[config.mk]
export PLATFORM = sky130hd
export DESIGN_NAME = vector_store_sequencer
export DESIGN_NICKNAME = d
export VERILOG_FILES = /design/src/rtl/vector_store_sequencer.sv
export SDC_FILE = /design/constraint.sdc
export NUM_CORES = 1
export LEC_CHECK = 0
export ABC_CLOCK_PERIOD_IN_PS = 7040
export CORE_MARGIN = 1
export CORE_UTILIZATION = 25
export CTS_CLUSTER_DIAMETER = 60
export DETAILED_ROUTE_END_ITERATION = 12
export PLACE_DENSITY = 0.5
export SYNTH_ARGS = -nofsm -noshare
export SYNTH_HDL_FRONTEND = slang
export SYNTH_SLANG_ARGS = --single-unit
[constraint.sdc]
create_clock -name clk -period 7.04 [get_ports clk]
set_input_delay 1.408 -clock clk [delete_from_list [all_inputs] [get_ports clk]]
set_output_delay 1.408 -clock clk [all_outputs]
set_load 0.02 [all_outputs]
[src/rtl/vector_store_sequencer.sv]
// Serialises one LANES x LANE_W vector result into a byte-wide memory write port, one lane per cycle.
// Optional feature macro VSTORE_MASK_EN adds a lane_mask port; only the enabled lanes are written.
module vector_store_sequencer #(
    parameter int LANES  = 16,
    parameter int LANE_W = 8,
    parameter int ADDR_W = 12
) (
    input  logic                    clk,
    input  logic                    rst,
    input  logic                    start,
    input  logic [ADDR_W-1:0]       base_addr,
    input  logic [LANES*LANE_W-1:0] data_in,
`ifdef VSTORE_MASK_EN
    input  logic [LANES-1:0]        lane_mask,
`endif
    output logic                    mem_we,
    output logic [ADDR_W-1:0]       mem_addr,
    output logic [LANE_W-1:0]       mem_wdata,
    output logic                    busy,
    output logic                    stall,
    output logic                    done
);

    localparam int IDX_W = $clog2(LANES);

    typedef enum logic [1:0] {IDLE, WRITE, DONE} state_t;

    state_t                  state_q, state_d;
    logic [IDX_W-1:0]        idx_q, idx_d;
    logic [ADDR_W-1:0]       base_q;
    logic [LANES*LANE_W-1:0] data_q;
    logic                    capture;

`ifdef VSTORE_MASK_EN
    logic [LANES-1:0] mask_q;
    logic [LANES-1:0] above;
    logic             first_found, next_found;
    logic [IDX_W-1:0] first_idx, next_idx;

    // Returns {found, index of lowest set bit}.
    function automatic logic [IDX_W:0] lowest_set(input logic [LANES-1:0] m);
        logic [IDX_W:0] r;
        r = '0;
        for (int i = LANES - 1; i >= 0; i--) begin
            if (m[i]) r = {1'b1, IDX_W'(i)};
        end
        return r;
    endfunction

    // Lanes still pending after the one currently being written.
    always_comb begin
        for (int i = 0; i < LANES; i++) begin
            above[i] = mask_q[i] && (i > int'(idx_q));
        end
    end

    assign {first_found, first_idx} = lowest_set(lane_mask);
    assign {next_found, next_idx}   = lowest_set(above);
`endif

    always_comb begin
        // NOTE: every signal gets a default before the case so no path leaves one unassigned (no latch).
        state_d = state_q;
        idx_d   = idx_q;
        capture = 1'b0;
        case (state_q)
            IDLE: begin
                if (start) begin
                    capture = 1'b1;
`ifdef VSTORE_MASK_EN
                    state_d = first_found ? WRITE : DONE;
                    idx_d   = first_found ? first_idx : '0;
`else
                    state_d = WRITE;
                    idx_d   = '0;
`endif
                end
            end
            WRITE: begin
`ifdef VSTORE_MASK_EN
                if (next_found) idx_d   = next_idx;
                else            state_d = DONE;
`else
                if (idx_q == IDX_W'(LANES - 1)) state_d = DONE;
                else                            idx_d   = idx_q + 1'b1;
`endif
            end
            DONE: begin
                state_d = IDLE;
                idx_d   = '0;
            end
            default: begin
                state_d = IDLE;
                idx_d   = '0;
            end
        endcase
    end

    // NOTE: sequential state uses non-blocking assignments so all registers update from pre-edge values.
    always_ff @(posedge clk) begin
        if (rst) begin
            state_q <= IDLE;
            idx_q   <= '0;
            base_q  <= '0;
`ifdef VSTORE_MASK_EN
            mask_q  <= '0;
`endif
        end else begin
            state_q <= state_d;
            idx_q   <= idx_d;
            if (capture) begin
                base_q <= base_addr;
`ifdef VSTORE_MASK_EN
                mask_q <= lane_mask;
`endif
            end
        end
    end

    // NOTE: the wide data register is deliberately not reset; it is only observed through mem_we gating.
    always_ff @(posedge clk) begin
        if (capture) data_q <= data_in;
    end

    assign mem_we    = (state_q == WRITE);
    assign mem_addr  = mem_we ? base_q + ADDR_W'(idx_q) : '0;
    assign mem_wdata = mem_we ? data_q[int'(idx_q)*LANE_W +: LANE_W] : '0;
    assign busy      = (state_q != IDLE);
    assign stall     = busy;
    assign done      = (state_q == DONE);

endmodule
## Yosys cells after proc, flatten, opt, wreduce, memory -nomap -nowiden

Cells that the tools add are included.

- Bits in registers: 146
- Output and inout port bits: 24
- Word-level logic and storage cells: 27

- $add $sub $neg: 2
- Equal/unequal tests: 6
- Shifts and indexed selects: 1
- Mux-type cells: 10
- Reductions and logical operators: 4

Operator list:

| cell | number |
|---|---|
| $shiftx A128 B8 Y8 | 1 |
| $add A12 B4 Y12 | 1 |
| $mux W12 | 1 |
| $mux W4 | 2 |
| $mux W8 | 1 |
| $pmux W4 S2 | 1 |
| $add A4 B1 Y4 const B | 1 |
| $eq A4 B4 Y1 const B | 1 |
| $mux W2 | 2 |
| $ne A2 B2 Y1 const B | 2 |
| $pmux W2 S2 | 1 |
| $reduce_and A2 Y1 | 2 |
| $eq A2 B1 Y1 const B | 1 |
| $eq A2 B2 Y1 const B | 1 |
| $logic_not A2 Y1 | 1 |
| $mux W1 | 2 |
| $ne A2 B1 Y1 const B | 1 |
| $reduce_bool A2 Y1 | 1 |

## Depth between registers and ports, before layout

Gate-level depths: netlist (run 1).

- Word-level depth: 3
- Depth in mapped cells: 8

## Worst setup path after synthesis (run 1)

Ideal clock, no wire load.

- Path type: input to register
- Start point: input start
- End point: register data_q[0] (enable)
- Library setup time: 0.433 ns
- Arrival time: 3.409 ns
- Data required time: 6.607 ns
- Setup slack: 3.198 ns
- Stages: 4
- Path buffers: 1
- Cells stage by stage: nor2b_1 nand2b_1 inv_1 buf_2

- Longest elaborated chain between the ends: 2

RTL lines:

| item | RTL line | RTL |
|---|---|---|
| start: declaration | 10 | `input logic start,` |
| $mux W1 | 68 | `if (start) begin` |
| $mux W1 | 66 | `case (state_q)` |
| via capture | 32 | `logic capture;` |
| end signal: assignment | 122 | `if (capture) data_q <= data_in;` |
| end: declaration | 31 | `logic [LANES*LANE_W-1:0] data_q;` |

The timed path passes the listed nets, and every way through them passes these cells.
A chain may end at the register's enable or synchronous reset.

## Final worst setup path (run 1)

- Start point: register idx_q[2]
- End point: output mem_wdata[0]

- Longest elaborated chain between the ends: 2

RTL lines:

| item | RTL line | RTL |
|---|---|---|
| start: declaration | 29 | `logic [IDX_W-1:0] idx_q, idx_d;` |
| start signal: assignment | 110 | `idx_q <= idx_d;` |
| $shiftx A128 B8 Y8 | 127 | `assign mem_wdata = mem_we ? data_q[int'(idx_q)*LANE_W +: LANE_W] : '0;` |
| $mux W8 | 127 |  |
| end: declaration | 18 | `output logic [LANE_W-1:0] mem_wdata,` |

Every way passes these cells.

==> results.yml, run 1 <==
cts:
  cts_tree: "built"
  clock_sinks: 146
  root_buffer: "clkbuf_16"
  numCtsBuffers: 17
  hold_buffers: 0
  clk_pin_slew_ns: 0.06
  clk_latency_ns: 0.42
  cts_resized: 0
  cts_max_path_buffers: 2
  post-cts-setup-buffers: 0
  h-tree-depth: 4
floorplanning:
  start_util_pct: 25.6
  std_cell_rows: 56
  core_area_um2: 23500
  die_h_um: 157
  fp.dieW_um: 157
  num_io_pins: 167
  die_area_um2: 24700
sta:
  setup_viol: 0
  hold_viol: 0
  clock_skew_ns: 0.00831
  setup_slack_ns: 2.28
  worst_pin_slew_ns: 0.916
  rsz0062_at_grt: "false"
  slew_viol_final: 0
  fmax_ghz: 0.210
  slew_headroom_pct: 38.9
  tns_ns: 0
  period_needed_ns: 4.76
  fin_crit_sh_pct: 67.7
  whs_ns: 0.466
detailed_routing:
  routed_via_density: 4.47
  wl_mm: 15.4
  ant_nets: 0
  firstDrtPassIters: 4
  drc: 0
  wl_per_cell_um: 17.6
  vias: 3921
  dr.first_iter.drc_count: 172
yosys:
  ys_async_sr_fraction_pct: 0
  yosys-top-cells-count: "edfxtp_1 (128), nand2_1 (39), mux2i_1 (28), a21oi_1 (26), dfxtp_1 (18)"
  synth.most_common_cell: "edfxtp_1"
  synth_edf_count: 128
  syn_inst: 378
  ys_top_cells_by_area: "edfxtp_1 (64%), dfxtp_1 (6.0%), mux4_2 (5.2%)"
  synth_top_area_cell: "edfxtp_1"
  syn_nets: 527
  synth_flop_cell: "edfxtp_1"
  avgSynthCellArea_um2: 15.9
  ys_ff_latch: 146
  syn_area_um2: 6020
  synth_top_area_share_pct: 63.8
  synth_warnings: 0
  seq_area_frac_synth_pct: 69.8
  synthDistinctLibCells: 45
global_routing:
  grt_max_degree: 103
  grt_use_met1_pct: 16.1
  grt_busiest_layer: "met2"
  grt_util_met2_pct: 21.4
  grt_pass1_vias: 4214
  grt_pass1_wl_mm: 23.4
  grt_overflow: 0
  track_usage_pct: 13.1
  antenna_found_initial: 1
  use_met3_pct: 4.79
pwr:
  powerDensity_nw_per_um2: 250
  p_total_mw: 2.14
  p_leak_nw: 2.83
  ir_drop_uv: 130
worst_setup_path:
  rrSetupSlack_ns: 4.16
  crit_path_start: "idx_q[2]"
  worstReg2RegStart: "state_q[0]"
  worstPathRequired_ns: 5.63
  r2r_cells: 4
  path_delay_family: "buffers and inverters"
  worstPathMaxFanout: 17
  rr_endpoint: "data_q[35]"
  path_buf_inv: 2
  worstSetupEndpointType: "output port"
  cp.depth: 6
  path_common_cell: "a22oi_1"
  cp-start-kind: "register"
  worstSetupEndpoint: "mem_wdata[0]"
  max_stage_delay_ns: 0.88
  cp_slowest_cell: "dfxtp_1"
  cp_cell_sequence: "buf_4 -> nor2b_1 -> a22oi_1 -> a22oi_1 -> o211ai_1 -> clkdlybuf4s50_1"
  arrival_ns: 3.35
  crit_type: "register to output port"
cells_and_area:
  drive_gt1_share_pct: 9.50
  antennaDiodeCount: 0
  instances_no_fill: 877
  fin_util_pct: 36.4
  area_growth_syn_to_layout_pct: 42.2
  finalInstanceArea_um2: 8560
  finalNetCount: 695
place:
  post-place-ws_ns: 2.61
  placed_cells: 846
  portBuffers: 166
  gp_congestion: 0.726
  dp_hpwl_mm: 10.9
  post_dp_cell_area_um2: 7990
outcome:
  outcome: "completed"
job:
  maxCapViolCount: 0
worst_hold_path:
  min_path_type: "register to register"
==> tightest hold or removal path, delay by kind of cell, from the launching register on <==
kind,cells,cell delay [ns]
compound gates,1,0.05
flops,1,0.31
simple gates,1,0.05
==> layer usage <==
layer | part of all wire, % | wire length [um]
met5 | 0.11 | 17
met1 | 43 | 6600
met4 | 1.2 | 178
met2 | 49 | 7540
met3 | 7.1 | 1090
==> cells by family (layout without fill, tap and decap cells) <==
kind of cell	count (synthesis)	count (layout)	share of synthesized area (%)
AO/OA/AOI/OAI	64	64	6.83
XOR/XNOR	3	3	0.436
adder cells (fa/ha/maj)	6	6	1.37
buffers and inverters	25	205	2.55
flip-flops	146	146	69.8
multiplexers	47	47	11.8
AND/OR/NAND/NOR	87	87	7.21
==> cell usage in the layout (no fill, tap or decap), drive strengths merged, types with 3 or more instances in the layout <==
cell and count:
and4 3, a22oi 13, ha 5, nor3 4, nor2b 5, nor2 4
mux4 18, a211oi 3, o211ai 4, o21ai 7, a21oi 26, clkbuf 17
inv 11, nand2 39, and2 4, dfxtp 18, clkinv 4, clkdlybuf4s50 166
mux2i 28, edfxtp 128, buf 4, nand3 12, or3 8
==> final cells by class <==
class / instances / area [um^2]
fill: 2293 / 15000
sequential: 146 / 4210
clock inverter: 14 / 151
clock buffer: 17 / 425
inverter: 4 / 20.0
timing repair buffer: 170 / 1690
multi-input combinational: 207 / 1670
tap: 319 / 399
==> flip-flops by register name, summed over array words and instances, names as in the netlist <==
signal,flops
idx_q,4
base_q,12
state_q,2
data_q,128
==> worst min path at each step <==
stage	startpoint	to	cells past startpoint
3_5_place_dp	base_q[2]	base_q[2]	2
2_1_floorplan	base_q[0]	base_q[0]	2
4_1_cts	base_q[2]	base_q[2]	2
6_report	base_q[2]	base_q[2]	2
5_1_grt	base_q[2]	base_q[2]	2
3_3_place_gp	base_q[3]	base_q[3]	2
==> power by group <==
group          switching [mW]  leakage (nW)  internal (mW)
Combinational          0.0920          1.18          0.120
Sequential             0.0211          1.37           1.00
Clock                   0.375         0.280          0.526
Power figures use the tool's default switching activity.
==> inputs of run 2 (changes only) <==
ABC_CLOCK_PERIOD_IN_PS = 4400   (was 7040)
clock period = 4.4 ns   (was 7.04 ns; I/O delays follow)
==> run 2 against run 1 <==
- routed wire length decreased by 3.3%
- die area unchanged
- register-to-register slack worse by 2.0 ns
- final cell count increased by 0.46%
- critical path depth rose by 1
- clock skew hardly changed
- flip-flop and latch count stayed put
- critical endpoint is now mem_addr[10]
- total power rose by 63%
- sequential share of layout area decreased by 0.46 points
- worst setup slack got worse by 1.8 ns
- sequential power up 60%
- via count decreased by 1.5%
- highest routed layer unchanged
==> results.yml, run 2 (same netlist as run 1, synthesis figures left out) <==
place:
  gp_congestion: 0.710
  post-place-ws_ns: 0.932
  portBuffers: 166
  dp_hpwl_mm: 10.3
  placed_cells: 850
  post_dp_cell_area_um2: 8040
sta:
  slew_headroom_pct: 43.3
  setup_slack_ns: 0.510
  clock_skew_ns: 0.00802
  fmax_ghz: 0.257
  slew_viol_final: 0
  hold_viol: 0
  rsz0062_at_grt: "false"
  whs_ns: 0.473
  period_needed_ns: 3.89
  fin_crit_sh_pct: 88.4
  setup_viol: 0
  worst_pin_slew_ns: 0.851
  tns_ns: 0
worst_hold_path:
  min_path_cells: 2
  min_path_type: "register to register"
outcome:
  outcome: "completed"
global_routing:
  grt_max_degree: 141
  grt_pass1_wl_mm: 22.3
  grt_overflow: 0
  antenna_found_initial: 1
  track_usage_pct: 12.5
  grt_pass1_vias: 4049
worst_setup_path:
  crit_type: "register to output port"
  cp-start-kind: "register"
  arrival_ns: 3.01
  worstPathMaxFanout: 7
  worstSetupEndpointType: "output port"
  r2r_cells: 4
  rrSetupSlack_ns: 2.15
  worstPathRequired_ns: 3.52
cells_and_area:
  register_area_um2: 4210
  fin_util_pct: 36.7
  finalInstanceArea_um2: 8640
  fill_cells: 2274
  top_regs: "data_q (128), base_q (12), idx_q (4)"
  largest_reg_flops: 128
  drive_gt1_share_pct: 10.1
  finalNetCount: 699
  final_cell_mix: "clkdlybuf4s50_1 (166), edfxtp_1 (128), nand2_1 (39)"
  top_register: "data_q"
  instances_no_fill: 881
  antennaDiodeCount: 0
  area_growth_syn_to_layout_pct: 43.5
  multi_input_area_um2: 1670
  layout_commonest_cell: "clkdlybuf4s50_1"
floorplanning:
  die_h_um: 157
  fp.dieW_um: 157
  start_util_pct: 25.6
  die_area_um2: 24700
  std_cell_rows: 56
  num_io_pins: 167
  core_area_um2: 23500
pwr:
  ir_drop_uv: 213
  p_total_mw: 3.48
  p_leak_nw: 2.88
  powerDensity_nw_per_um2: 403
cts:
  cts_max_path_buffers: 2
  cts_tree: "built"
  cts_resized: 0
  hold_buffers: 0
  post-cts-setup-buffers: 0
  clk_latency_ns: 0.42
  clock_sinks: 146
  clk_pin_slew_ns: 0.06
  root_buffer: "clkbuf_16"
  numCtsBuffers: 17
  h-tree-depth: 4
detailed_routing:
  firstDrtPassIters: 4
  drc: 0
  vias: 3863
  dr.first_iter.drc_count: 148
  routed_via_density: 4.38
  ant_nets: 0
  wl_per_cell_um: 16.9
  wl_mm: 14.9
job:
  maxCapViolCount: 0
-- run 2: cell count changes in the layout (fill, tap and decap cells not counted), sizes merged --
cell      before  now
clkinvlp       1    0
buf            4    8
bufinv         2    3
-- run 2: layer usage --
metal	track usage, %	share of wire, %	wire length, um
met1	14.9	44	6540
met3	4.65	6.3	933
met4	3.74	1.0	156
met5	0	0.080	12
met2	20.8	49	7270
-- run 2: final cells by class --
type,count,share of cell area (%)
Clock buffer,17,4.92
Clock inverter,14,2.04
Inverter,4,0.232
Multi-Input combinational cell,207,19.3
Sequential cell,146,48.7
Tap cell,319,4.62
Timing Repair Buffer,174,20.2
-- run 2: power breakdown --
part | switching, mW | internal (mW)
Clock | 0.600 | 0.901
Sequential | 0.0259 | 1.61
Combinational | 0.150 | 0.197
-- run 2: final timing paths --
path	startpoint	to
hold / removal	base_q[3]	base_q[3]
setup reg to reg	state_q[0]	data_q[7]
setup / recovery	idx_q[0]	mem_addr[10]
hold reg to reg	base_q[3]	base_q[3]
-- run 2: worst max-delay path, stage by stage, from the launching register on --
cell and delay (ns):
dfxtp_4 0.35, ha_1 0.23, fa_1 0.41, a21o_1 0.17
a21oi_1 0.44, o21ai_0 0.17, a21oi_1 0.18, clkdlybuf4s50_1 0.64
